[src/rtl/di_io_bus_bridge.sv]
// -----------------------------------------------------------------------------
// di_io_bus_bridge
//
// Purpose:
//   di bus terminal that turns host register reads and writes into
//   MicroBlaze-style IO bus transactions. The host talks to this block through
//   the di handshake; the block acts as IO bus initiator, one transaction at a
//   time, and returns the peripheral's read data and completion status.
//
// Ports:
//   ifclk, resetb            clock (rising edge) and synchronous active-low reset
//   di_term_addr             terminal select, compared against TERM_ADDR
//   di_reg_addr, di_len      starting word address and transfer length in bytes
//   di_read_mode/_req/di_read, di_read_rdy, di_reg_datao    read handshake
//   di_write_mode/di_write, di_write_rdy, di_reg_datai      write handshake
//   di_transfer_status       bit0 timeout, bit1 mode conflict (sticky)
//   IO_Addr/Read/Write_Strobe, IO_Address, IO_Byte_Enable, IO_Write_Data
//                            IO bus request side (all registered)
//   IO_Read_Data, IO_Ready   IO bus response side
// -----------------------------------------------------------------------------
module di_io_bus_bridge #(
    parameter logic [15:0] TERM_ADDR      = 16'h0010,
    parameter int          DI_DATA_WIDTH  = 32,
    parameter int          TIMEOUT_CYCLES = 255
) (
    input  logic                     ifclk,
    input  logic                     resetb,
    input  logic [15:0]              di_term_addr,
    input  logic [31:0]              di_reg_addr,
    input  logic [31:0]              di_len,
    input  logic                     di_read_mode,
    input  logic                     di_read_req,
    input  logic                     di_read,
    output logic                     di_read_rdy,
    output logic [DI_DATA_WIDTH-1:0] di_reg_datao,
    input  logic                     di_write_mode,
    input  logic                     di_write,
    output logic                     di_write_rdy,
    input  logic [DI_DATA_WIDTH-1:0] di_reg_datai,
    output logic [15:0]              di_transfer_status,
    output logic                     IO_Addr_Strobe,
    output logic                     IO_Read_Strobe,
    output logic                     IO_Write_Strobe,
    output logic [31:0]              IO_Address,
    output logic [3:0]               IO_Byte_Enable,
    output logic [DI_DATA_WIDTH-1:0] IO_Write_Data,
    input  logic [DI_DATA_WIDTH-1:0] IO_Read_Data,
    input  logic                     IO_Ready
);

    typedef enum logic [1:0] {
        IDLE    = 2'd0,
        RD_WAIT = 2'd1,
        RD_HOLD = 2'd2,
        WR_WAIT = 2'd3
    } state_t;

    localparam logic [15:0] TMO_LIMIT = TIMEOUT_CYCLES[15:0];

    state_t                   state_q,    state_d;
    logic [27:0]              wordAddr_q, wordAddr_d;
    logic [15:0]              tmoCnt_q,   tmoCnt_d;
    logic                     modeSeen_q, modeSeen_d;
    logic                     rdRdy_q,    rdRdy_d;
    logic                     wrRdy_q,    wrRdy_d;
    logic [DI_DATA_WIDTH-1:0] datao_q,    datao_d;
    logic [1:0]               status_q,   status_d;
    logic                     addrStb_q,  addrStb_d;
    logic                     rdStb_q,    rdStb_d;
    logic                     wrStb_q,    wrStb_d;
    logic [31:0]              ioAddr_q,   ioAddr_d;
    logic [3:0]               ioBe_q,     ioBe_d;
    logic [DI_DATA_WIDTH-1:0] ioWdata_q,  ioWdata_d;

    logic        sel;
    logic        rdModeEff;
    logic        wrOk;
    logic        modeAct;
    logic        tmoHit;
    logic [3:0]  byteEn;
    logic [27:0] nextAddr;
    logic        unused_addr_bits;

    // Everything the host drives is qualified by the terminal select, so a
    // transaction aimed at another terminal never disturbs this one.
    assign sel       = (di_term_addr == TERM_ADDR);
    assign rdModeEff = sel & di_read_mode;
    assign wrOk      = sel & di_write_mode & ~di_read_mode;
    assign modeAct   = sel & (di_read_mode | di_write_mode);
    assign tmoHit    = (tmoCnt_q >= TMO_LIMIT);
    assign nextAddr  = wordAddr_q + 28'd1;

    // The IO bus is word addressed through a fixed 0xC0000000 window, so the
    // top four bits of the di address have nowhere to go.
    assign unused_addr_bits = ^di_reg_addr[31:28];

    // Byte lanes only narrow for 1- and 2-byte transfers; any other length is
    // a full word.
    always_comb begin
        if (di_len == 32'd1) begin
            byteEn = 4'h1;
        end else if (di_len == 32'd2) begin
            byteEn = 4'h3;
        end else begin
            byteEn = 4'hF;
        end
    end

    // Next-state and output logic. Strobes default low so they can never be
    // wider than one cycle, and the write-ready flag is recomputed every cycle
    // so it only shows in IDLE while a clean write mode is held.
    always_comb begin
        state_d    = state_q;
        wordAddr_d = wordAddr_q;
        tmoCnt_d   = tmoCnt_q;
        modeSeen_d = modeAct;
        rdRdy_d    = rdRdy_q;
        wrRdy_d    = 1'b0;
        datao_d    = datao_q;
        status_d   = status_q;
        addrStb_d  = 1'b0;
        rdStb_d    = 1'b0;
        wrStb_d    = 1'b0;
        ioAddr_d   = ioAddr_q;
        ioBe_d     = ioBe_q;
        ioWdata_d  = ioWdata_q;

        case (state_q)
            IDLE: begin
                rdRdy_d = 1'b0;
                if (sel && !di_read_mode && !di_write_mode) begin
                    wordAddr_d = di_reg_addr[27:0];
                end
                // Status is sticky across a whole mode session and is only
                // wiped when the host opens a new one.
                if (modeAct && !modeSeen_q) begin
                    status_d = 2'b00;
                end
                if (rdModeEff && di_read_req) begin
                    addrStb_d = 1'b1;
                    rdStb_d   = 1'b1;
                    ioAddr_d  = {2'b11, wordAddr_q, 2'b00};
                    ioBe_d    = byteEn;
                    tmoCnt_d  = 16'd0;
                    state_d   = RD_WAIT;
                end else if (wrOk && wrRdy_q && di_write) begin
                    addrStb_d = 1'b1;
                    wrStb_d   = 1'b1;
                    ioAddr_d  = {2'b11, wordAddr_q, 2'b00};
                    ioBe_d    = byteEn;
                    ioWdata_d = di_reg_datai;
                    tmoCnt_d  = 16'd0;
                    state_d   = WR_WAIT;
                end else begin
                    wrRdy_d = wrOk;
                end
            end

            RD_WAIT: begin
                tmoCnt_d = tmoCnt_q + 16'd1;
                // IO_Ready beats a timeout landing on the same cycle.
                if (IO_Ready || tmoHit) begin
                    datao_d = IO_Ready ? IO_Read_Data : '0;
                    if (!IO_Ready) begin
                        status_d[0] = 1'b1;
                    end
                    if (rdModeEff) begin
                        rdRdy_d = 1'b1;
                        state_d = RD_HOLD;
                    end else begin
                        state_d = IDLE;
                    end
                end
            end

            RD_HOLD: begin
                if (sel && di_read) begin
                    wordAddr_d = nextAddr;
                    rdRdy_d    = 1'b0;
                    if (rdModeEff) begin
                        addrStb_d = 1'b1;
                        rdStb_d   = 1'b1;
                        ioAddr_d  = {2'b11, nextAddr, 2'b00};
                        ioBe_d    = byteEn;
                        tmoCnt_d  = 16'd0;
                        state_d   = RD_WAIT;
                    end else begin
                        state_d = IDLE;
                    end
                end else if (!rdModeEff) begin
                    rdRdy_d = 1'b0;
                    state_d = IDLE;
                end
            end

            WR_WAIT: begin
                tmoCnt_d = tmoCnt_q + 16'd1;
                if (IO_Ready || tmoHit) begin
                    if (!IO_Ready) begin
                        status_d[0] = 1'b1;
                    end
                    wordAddr_d = nextAddr;
                    wrRdy_d    = wrOk;
                    state_d    = IDLE;
                end
            end

            default: begin
                state_d = IDLE;
            end
        endcase

        // A conflicting mode request is flagged from any state; reads carry on.
        if (sel && di_read_mode && di_write_mode) begin
            status_d[1] = 1'b1;
        end
    end

    // State and output registers with synchronous active-low reset; a reset
    // mid-transfer drops straight back to IDLE with every output cleared.
    always_ff @(posedge ifclk) begin
        if (!resetb) begin
            state_q    <= IDLE;
            wordAddr_q <= '0;
            tmoCnt_q   <= '0;
            modeSeen_q <= 1'b0;
            rdRdy_q    <= 1'b0;
            wrRdy_q    <= 1'b0;
            datao_q    <= '0;
            status_q   <= '0;
            addrStb_q  <= 1'b0;
            rdStb_q    <= 1'b0;
            wrStb_q    <= 1'b0;
            ioAddr_q   <= '0;
            ioBe_q     <= '0;
            ioWdata_q  <= '0;
        end else begin
            state_q    <= state_d;
            wordAddr_q <= wordAddr_d;
            tmoCnt_q   <= tmoCnt_d;
            modeSeen_q <= modeSeen_d;
            rdRdy_q    <= rdRdy_d;
            wrRdy_q    <= wrRdy_d;
            datao_q    <= datao_d;
            status_q   <= status_d;
            addrStb_q  <= addrStb_d;
            rdStb_q    <= rdStb_d;
            wrStb_q    <= wrStb_d;
            ioAddr_q   <= ioAddr_d;
            ioBe_q     <= ioBe_d;
            ioWdata_q  <= ioWdata_d;
        end
    end

    assign di_read_rdy        = rdRdy_q;
    assign di_reg_datao       = datao_q;
    assign di_write_rdy       = wrRdy_q;
    assign di_transfer_status = {14'd0, status_q};
    assign IO_Addr_Strobe     = addrStb_q;
    assign IO_Read_Strobe     = rdStb_q;
    assign IO_Write_Strobe    = wrStb_q;
    assign IO_Address         = ioAddr_q;
    assign IO_Byte_Enable     = ioBe_q;
    assign IO_Write_Data      = ioWdata_q;

endmodule
[config.mk]
export PLATFORM = sky130hd
export DESIGN_NAME = di_io_bus_bridge
export DESIGN_NICKNAME = d
export VERILOG_FILES = /design/src/rtl/di_io_bus_bridge.sv
export SDC_FILE = /design/constraint.sdc
export NUM_CORES = 1
export LEC_CHECK = 0
export BUFFER_PORTS_ARGS = -buffer_cell sky130_fd_sc_hd__buf_2
export CORE_ASPECT_RATIO = 1.25
export CORE_MARGIN = 2
export CORE_UTILIZATION = 45
export DETAILED_ROUTE_END_ITERATION = 7
export GPL_TIMING_DRIVEN = 0
export PLACE_DENSITY = 0.85
export SYNTH_ARGS = -nofsm -noshare
export SYNTH_HDL_FRONTEND = slang
export SYNTH_SLANG_ARGS = --single-unit
[constraint.sdc]
create_clock -name ifclk -period 2.2 [get_ports ifclk]
set_input_delay 0 -clock ifclk [delete_from_list [all_inputs] [get_ports ifclk]]
set_output_delay 0 -clock ifclk [all_outputs]
set_load 0.03 [all_outputs]
==> impl_metrics.ini, run 1 <==
[power_and_ir_drop]
p_total_uw = 11400
cellPowerDensity_mw_per_mm2 = 1030
vdd_drop_max_mv = 0.661
leakagePower_uw = 0.00455

[cells_and_area]
fill_cells = 1248
nNetsFinal = 1502
final_common_cell = buf_2
synthToLayoutAreaGrowth_pct = 48.8
fin_area_mm2 = 0.0111
drive_gt1_share_pct = 31.9
layout_common_cells = buf_2, nand2_1, dfxtp_1, a21oi_1, dlygate4sd3_1

[timing]
worst_slack_ns = 0.0229
tightestPinTransition_ns = 0.923
finalHoldViolCount = 0
slew_viol_final = 0
hold-worst-slack_ns = 0.0251
maxSlewHeadroom_pct = 38.5
setup_tns_ns = 0
rsz0062_at_grt = yes
finalCritPeriodShare_pct = 99.0
clock_skew_ns = 0.0166
setup_viol = 0
fmaxAchievable_ghz = 0.459
min_period_ns = 2.18

[place]
pre_cts_ws_ns = -0.590
port_buffers = 251
gp_congestion = 0.928
hpwlAfterDp_um = 18700
place_area_mm2 = 0.00908

[detailed_routing]
wl_per_cell_um = 19.1
ant_nets = 0
via_per_inst = 5.92
firstDrtPassIters = 5
drc = 0
drt-initial-drc-count = 728
num_vias = 9318
routed_wl_um = 30100

[die]
rows = 52
die-area_mm2 = 0.0177
die-width_um = 119
core_region_area_mm2 = 0.0163
initial_core_util_pct = 46.0
die_h_um = 148
ios = 273

[setup_path]
arrival_ns = 2.53
path_class = reg -> reg
required_ns = 2.55
startpoint_type = flop
end_kind = flop
crit_path_max_fanout = 10

[global_route]
first_global_vias = 9229
grt_util_met3_pct = 8.09
grt_antenna_before_repair = 0
gr-max-usage-layer = met2
grt_start_max_net_pins = 17
track_usage_pct = 32.9
grtUsageMet2_pct = 56.6
use_met1_pct = 35.8
grt_pass1_wl_um = 46500
grt-ovfl-total = 0

[logic_synthesis]
synth_cell_types = 64
synth_xor_area_share_pct = 3.04
synthMuxAreaShare_pct = 0.401
synth_top_family_by_area = simple AND/OR/NAND/NOR gates
synth-compound-area-share_pct = 23.4
synth_area_mm2 = 0.00749
ys_seq_area_share_pct = 39.8
synth_adder_area_share_pct = 1.17
synthSimpleGateAreaFrac_pct = 25.1
yosys_warnings = 0
async_flop_share_pct = 0
synthFlopType = dfxtp_1
syn_inst = 949
avgSynthCellArea_um2 = 7.89
ys_ff_latch = 149
synth_edf_count = 0

[cts]
cts_made_buffers = 17
cts-root-buf = clkbuf_16
cts_tree = built
cts_buffer_depth = 2
htreeDepth = 4
clock_sinks = 149
clk_pin_slew_ns = 0.07
clock_latency_ns = 0.43

[hold_path]
min_path_type = in -> reg

[job]
max-cap-violations = 0

[status]
status = complete, no violations
[stage by stage]
stage          std cells  util, %
5_1_grt             1572     68.5
3_3_place_gp        1431     55.8
3_5_place_dp        1431     55.8
2_1_floorplan        964        -
6_report            1573     68.5
4_1_cts             1574     67.7
[Yosys cell counts (5+ instances only)]
library cell  number  area (µm²)
nand4_1           28         175
o32ai_1            6        52.6
o21ai_0           14        70.1
o21a_1             7        52.6
or2_2              6        37.5
nor4_1            16         100
inv_1              6        22.5
nand2_1          166         623
nor2_1            39         146
and3_1             7        43.8
and2_1             6        37.5
ha_1               7        87.6
a21oi_1          123         616
a21o_1             5        37.5
a31oi_1           17         106
clkbuf_1          69         259
a211oi_1          30         225
o31ai_1           13        97.6
xnor2_1            6        52.6
nor3b_1            7        52.6
or4_1              5        37.5
xor2_1            20         175
nand3_1           66         330
dfxtp_1          149        2980
o221a_2           13         146
nor3_1            18        90.1
o211ai_1           6        45.0
buf_4             24         180
buf_1              5        18.8
o22ai_1            5        31.3
[report_power, final]
part / leakage (µW) / total (µW) / switching (µW) / internal [µW]
sequential: 0.00121 / 3560 / 414 / 3140
clock: 0.000317 / 3190 / 1320 / 1880
combinational: 0.00302 / 4670 / 2990 / 1680
[sequential cells by signal (all words and copies together) (netlist names), 2 cells and up]
register        cells
IO_Address         28
wordAddr_q         28
tmoCnt_q           16
di_reg_datao       32
status_q            2
IO_Write_Data      32
state_q             2
IO_Byte_Enable      3
[kinds of logic (layout without fill, tap and decap cells)]
logic type,after synthesis,count (layout)
simple gates,385,385
compound gates,268,268
flops,149,149
buf+inv,110,502
xor+xnor,26,26
fa+ha+maj,7,7
mux,3,3
other cells,1,17
[worst paths after layout]
check | endpoint | slack, ns | cells after the start | from
worst max-delay path | wordAddr_q[26]$_SDFFE_PN0P_ | 0.02 | 7 | tmoCnt_q[13]$_SDFFE_PN0P_
worst min-delay path | IO_Write_Strobe$_SDFF_PP0_ | 0.03 | 4 | di_write
worst max register to register | wordAddr_q[26]$_SDFFE_PN0P_ | 0.02 | 7 | tmoCnt_q[13]$_SDFFE_PN0P_
worst min register to register | di_reg_datao[29]$_SDFFE_PN0P_ | 0.45 | 2 | di_reg_datao[29]$_SDFFE_PN0P_
[critical path: stages (launching register included)]
cell,delay (ns)
dfxtp_1,0.40
nor4_4,0.38
o2111ai_4,0.24
o221ai_4,0.31
buf_2,0.24
clkbuf_4,0.25
nand2_1,0.09
a41oi_2,0.19
[routing by layer]
layer	vias up	part of all wire, %
met5	-	0
li1	4215	-
met3	177	8.4
met4	0	6.4
met1	4273	35
met2	653	50
[timing repair]
action,in CTS,in global routing
hold endpoints to repair,97,0
buffers inserted,16,8
gates cloned,1,0
hold buffers,96,0
pin swaps,14,9
gates resized for setup,61,49
setup endpoints to repair,114,126
[layout make-up]
cell class	instances	area [µm²]	area share (%)
Antenna cell	1	2.50	0.0225
Buffer	92	519	4.66
Clock buffer	18	439	3.94
Clock inverter	14	204	1.83
Inverter	6	27.5	0.247
Multi-Input combinational cell	705	4260	38.2
Sequential cell	149	3000	26.9
Tap cell	216	270	2.43
Timing Repair Buffer	372	2420	21.8
Power figures use the tool's default switching activity.
==> run 2, diff against run 1 <==
Settings changed: REMOVE_ABC_BUFFERS set to 1.
==> run 2 against run 1 <==
Effect of this change:
- critical path depth grew 1
- via count shrank 5.0%
- register-to-register slack gained 0.02 ns
- wire length shrank 9.2%
- largest cell class unchanged
- highest routed layer is now met5
==> impl_metrics.ini, run 2 (synthesis results as in run 1) <==
[cts]
cts-root-buf = clkbuf_16
cts_made_buffers = 17
htreeDepth = 4
clk_pin_slew_ns = 0.06
clock_sinks = 149
clock_latency_ns = 0.42
cts_buffer_depth = 2
cts_tree = built

[detailed_routing]
top_layer_used = met5
via_per_inst = 5.90
drc = 0
ant_nets = 0
routed_wl_um = 27300
route.met3.wl_um = 2660
wl_per_cell_um = 18.2
wl_met1_um = 10300
wl_met2_um = 13300
firstDrtPassIters = 5
drt-initial-drc-count = 766
num_vias = 8850

[setup_path]
required_ns = 2.53
arrival_ns = 2.49
slowest_delay_ns = 0.47
rrSetupSlack_ns = 0.04
rr_worst_depth = 8
end_kind = flop
crit_chain = inv_6, ha_4, clkinvlp_4, a211oi_4, o221ai_4, buf_6, or4b_1, a31oi_1
rr_startpoint = state_q[0]$_SDFFE_PN0P_
path_class = reg -> reg
r2r-end = wordAddr_q[22]$_SDFFE_PN0P_
startpoint_type = flop
crit_path_max_fanout = 4
cp_slowest_cell = or4b_1

[cells_and_area]
fill_cells = 1254
finalNonFillerCells = 1500
nNetsFinal = 1430
drive_gt1_share_pct = 31.0
final_common_cell = buf_2
utilization_pct = 67.1
synthToLayoutAreaGrowth_pct = 45.7
antenna_cells = 0
layout_common_cells = buf_2, nand2_1, dfxtp_1, a21oi_1, dlygate4sd3_1

[timing]
finalCritPeriodShare_pct = 98.1
hold-worst-slack_ns = 0.0325
tightestPinTransition_ns = 0.955
rsz0062_at_grt = yes
clock_skew_ns = 0.00845
setup_viol = 0
maxSlewHeadroom_pct = 36.3
finalHoldViolCount = 0
fmaxAchievable_ghz = 0.463
min_period_ns = 2.16
slew_viol_final = 0

[place]
hpwlAfterDp_um = 15000
dp_cells = 1335
port_buffers = 252
gp_congestion = 0.838

[hold_path]
min_from = di_read_req
min_path_type = in -> reg
whs_path_depth = 3
hold_end = IO_Read_Strobe$_SDFF_PN0_

[global_route]
track_usage_pct = 28.8
grt_pass1_wl_um = 41700
grt_start_max_net_pins = 71
grt_antenna_before_repair = 1
first_global_vias = 8369
grt-ovfl-total = 0

[die]
die_h_um = 148
ios = 273
initial_core_util_pct = 46.0
core_region_area_mm2 = 0.0163
rows = 52
die-area_mm2 = 0.0177
die-width_um = 119

[power_and_ir_drop]
vdd_drop_max_mv = 0.640
leakagePower_uw = 0.00433
p_total_uw = 11300
cellPowerDensity_mw_per_mm2 = 1040

[job]
max-cap-violations = 0

[status]
status = complete, no violations
-- run 2: critical path: cells and delay by family (launching register included) --
kind / cells / cell delay (ns)
flip-flops: 1 / 0.37
AO/OA/AOI/OAI: 3 / 0.66
AND/OR/NAND/NOR: 1 / 0.47
buffers and inverters: 3 / 0.39
adder cells (fa/ha/maj): 1 / 0.18
-- run 2: through the flow --
step                setup TNS (ns)  cell area (µm²)  worst slack, ns
finish                           0            10900           0.0416
global route                -0.111            10900          -0.0405
CTS                              0            10700          0.00868
detailed placement         -137.37             8720            -2.03
global placement           -265.68             8570            -2.76
floorplan                   -87.11             7040            -1.41
-- run 2: repair_timing --
item	CTS	global route
hold buffers	97	0
gates resized for setup	33	29
setup buffers	20	10
pin swaps	13	17
endpoints found under the hold margin	97	0
gates cloned	5	1
setup endpoints to repair	143	131
-- run 2: how the worst max path moves through the flow --
stage / startpoint / end / slack, ns / cells past startpoint
after floorplan: state_q[0]$_SDFFE_PN0P_ / wordAddr_q[25]$_SDFFE_PN0P_ / -1.41 / 7
after global placement: state_q[0]$_SDFFE_PN0P_ / wordAddr_q[23]$_SDFFE_PN0P_ / -2.76 / 7
after detailed placement: state_q[0]$_SDFFE_PN0P_ / wordAddr_q[26]$_SDFFE_PN0P_ / -2.03 / 8
after CTS: state_q[0]$_SDFFE_PN0P_ / wordAddr_q[26]$_SDFFE_PN0P_ / 0.009 / 8
after global routing: state_q[1]$_SDFFE_PN0P_ / wordAddr_q[26]$_SDFFE_PN0P_ / -0.04 / 7
final: state_q[0]$_SDFFE_PN0P_ / wordAddr_q[22]$_SDFFE_PN0P_ / 0.04 / 8
-- run 2: per-layer routing --
metal / vias up / GRT usage [%]
li1: 4071 / -
met1: 4108 / 33.3
met2: 565 / 49.7
met3: 104 / 7.25
met4: 2 / 13.9
met5: - / 0
-- run 2: layout make-up --
class	instances	area (µm²)	area share (%)
multi-input combinational	710	4340	39.8
clock buffer	17	425	3.90
inverter	6	33.8	0.310
tap	216	270	2.48
sequential	149	3000	27.5
clock inverter	15	218	2.00
timing repair buffer	387	2630	24.1
-- run 2: report_power, final --
part	internal (µW)	switching [µW]	leakage (µW)	total, µW
Clock	1930	1250	0.000305	3190
Sequential	3140	378	0.00121	3520
Combinational	1640	3000	0.00282	4630
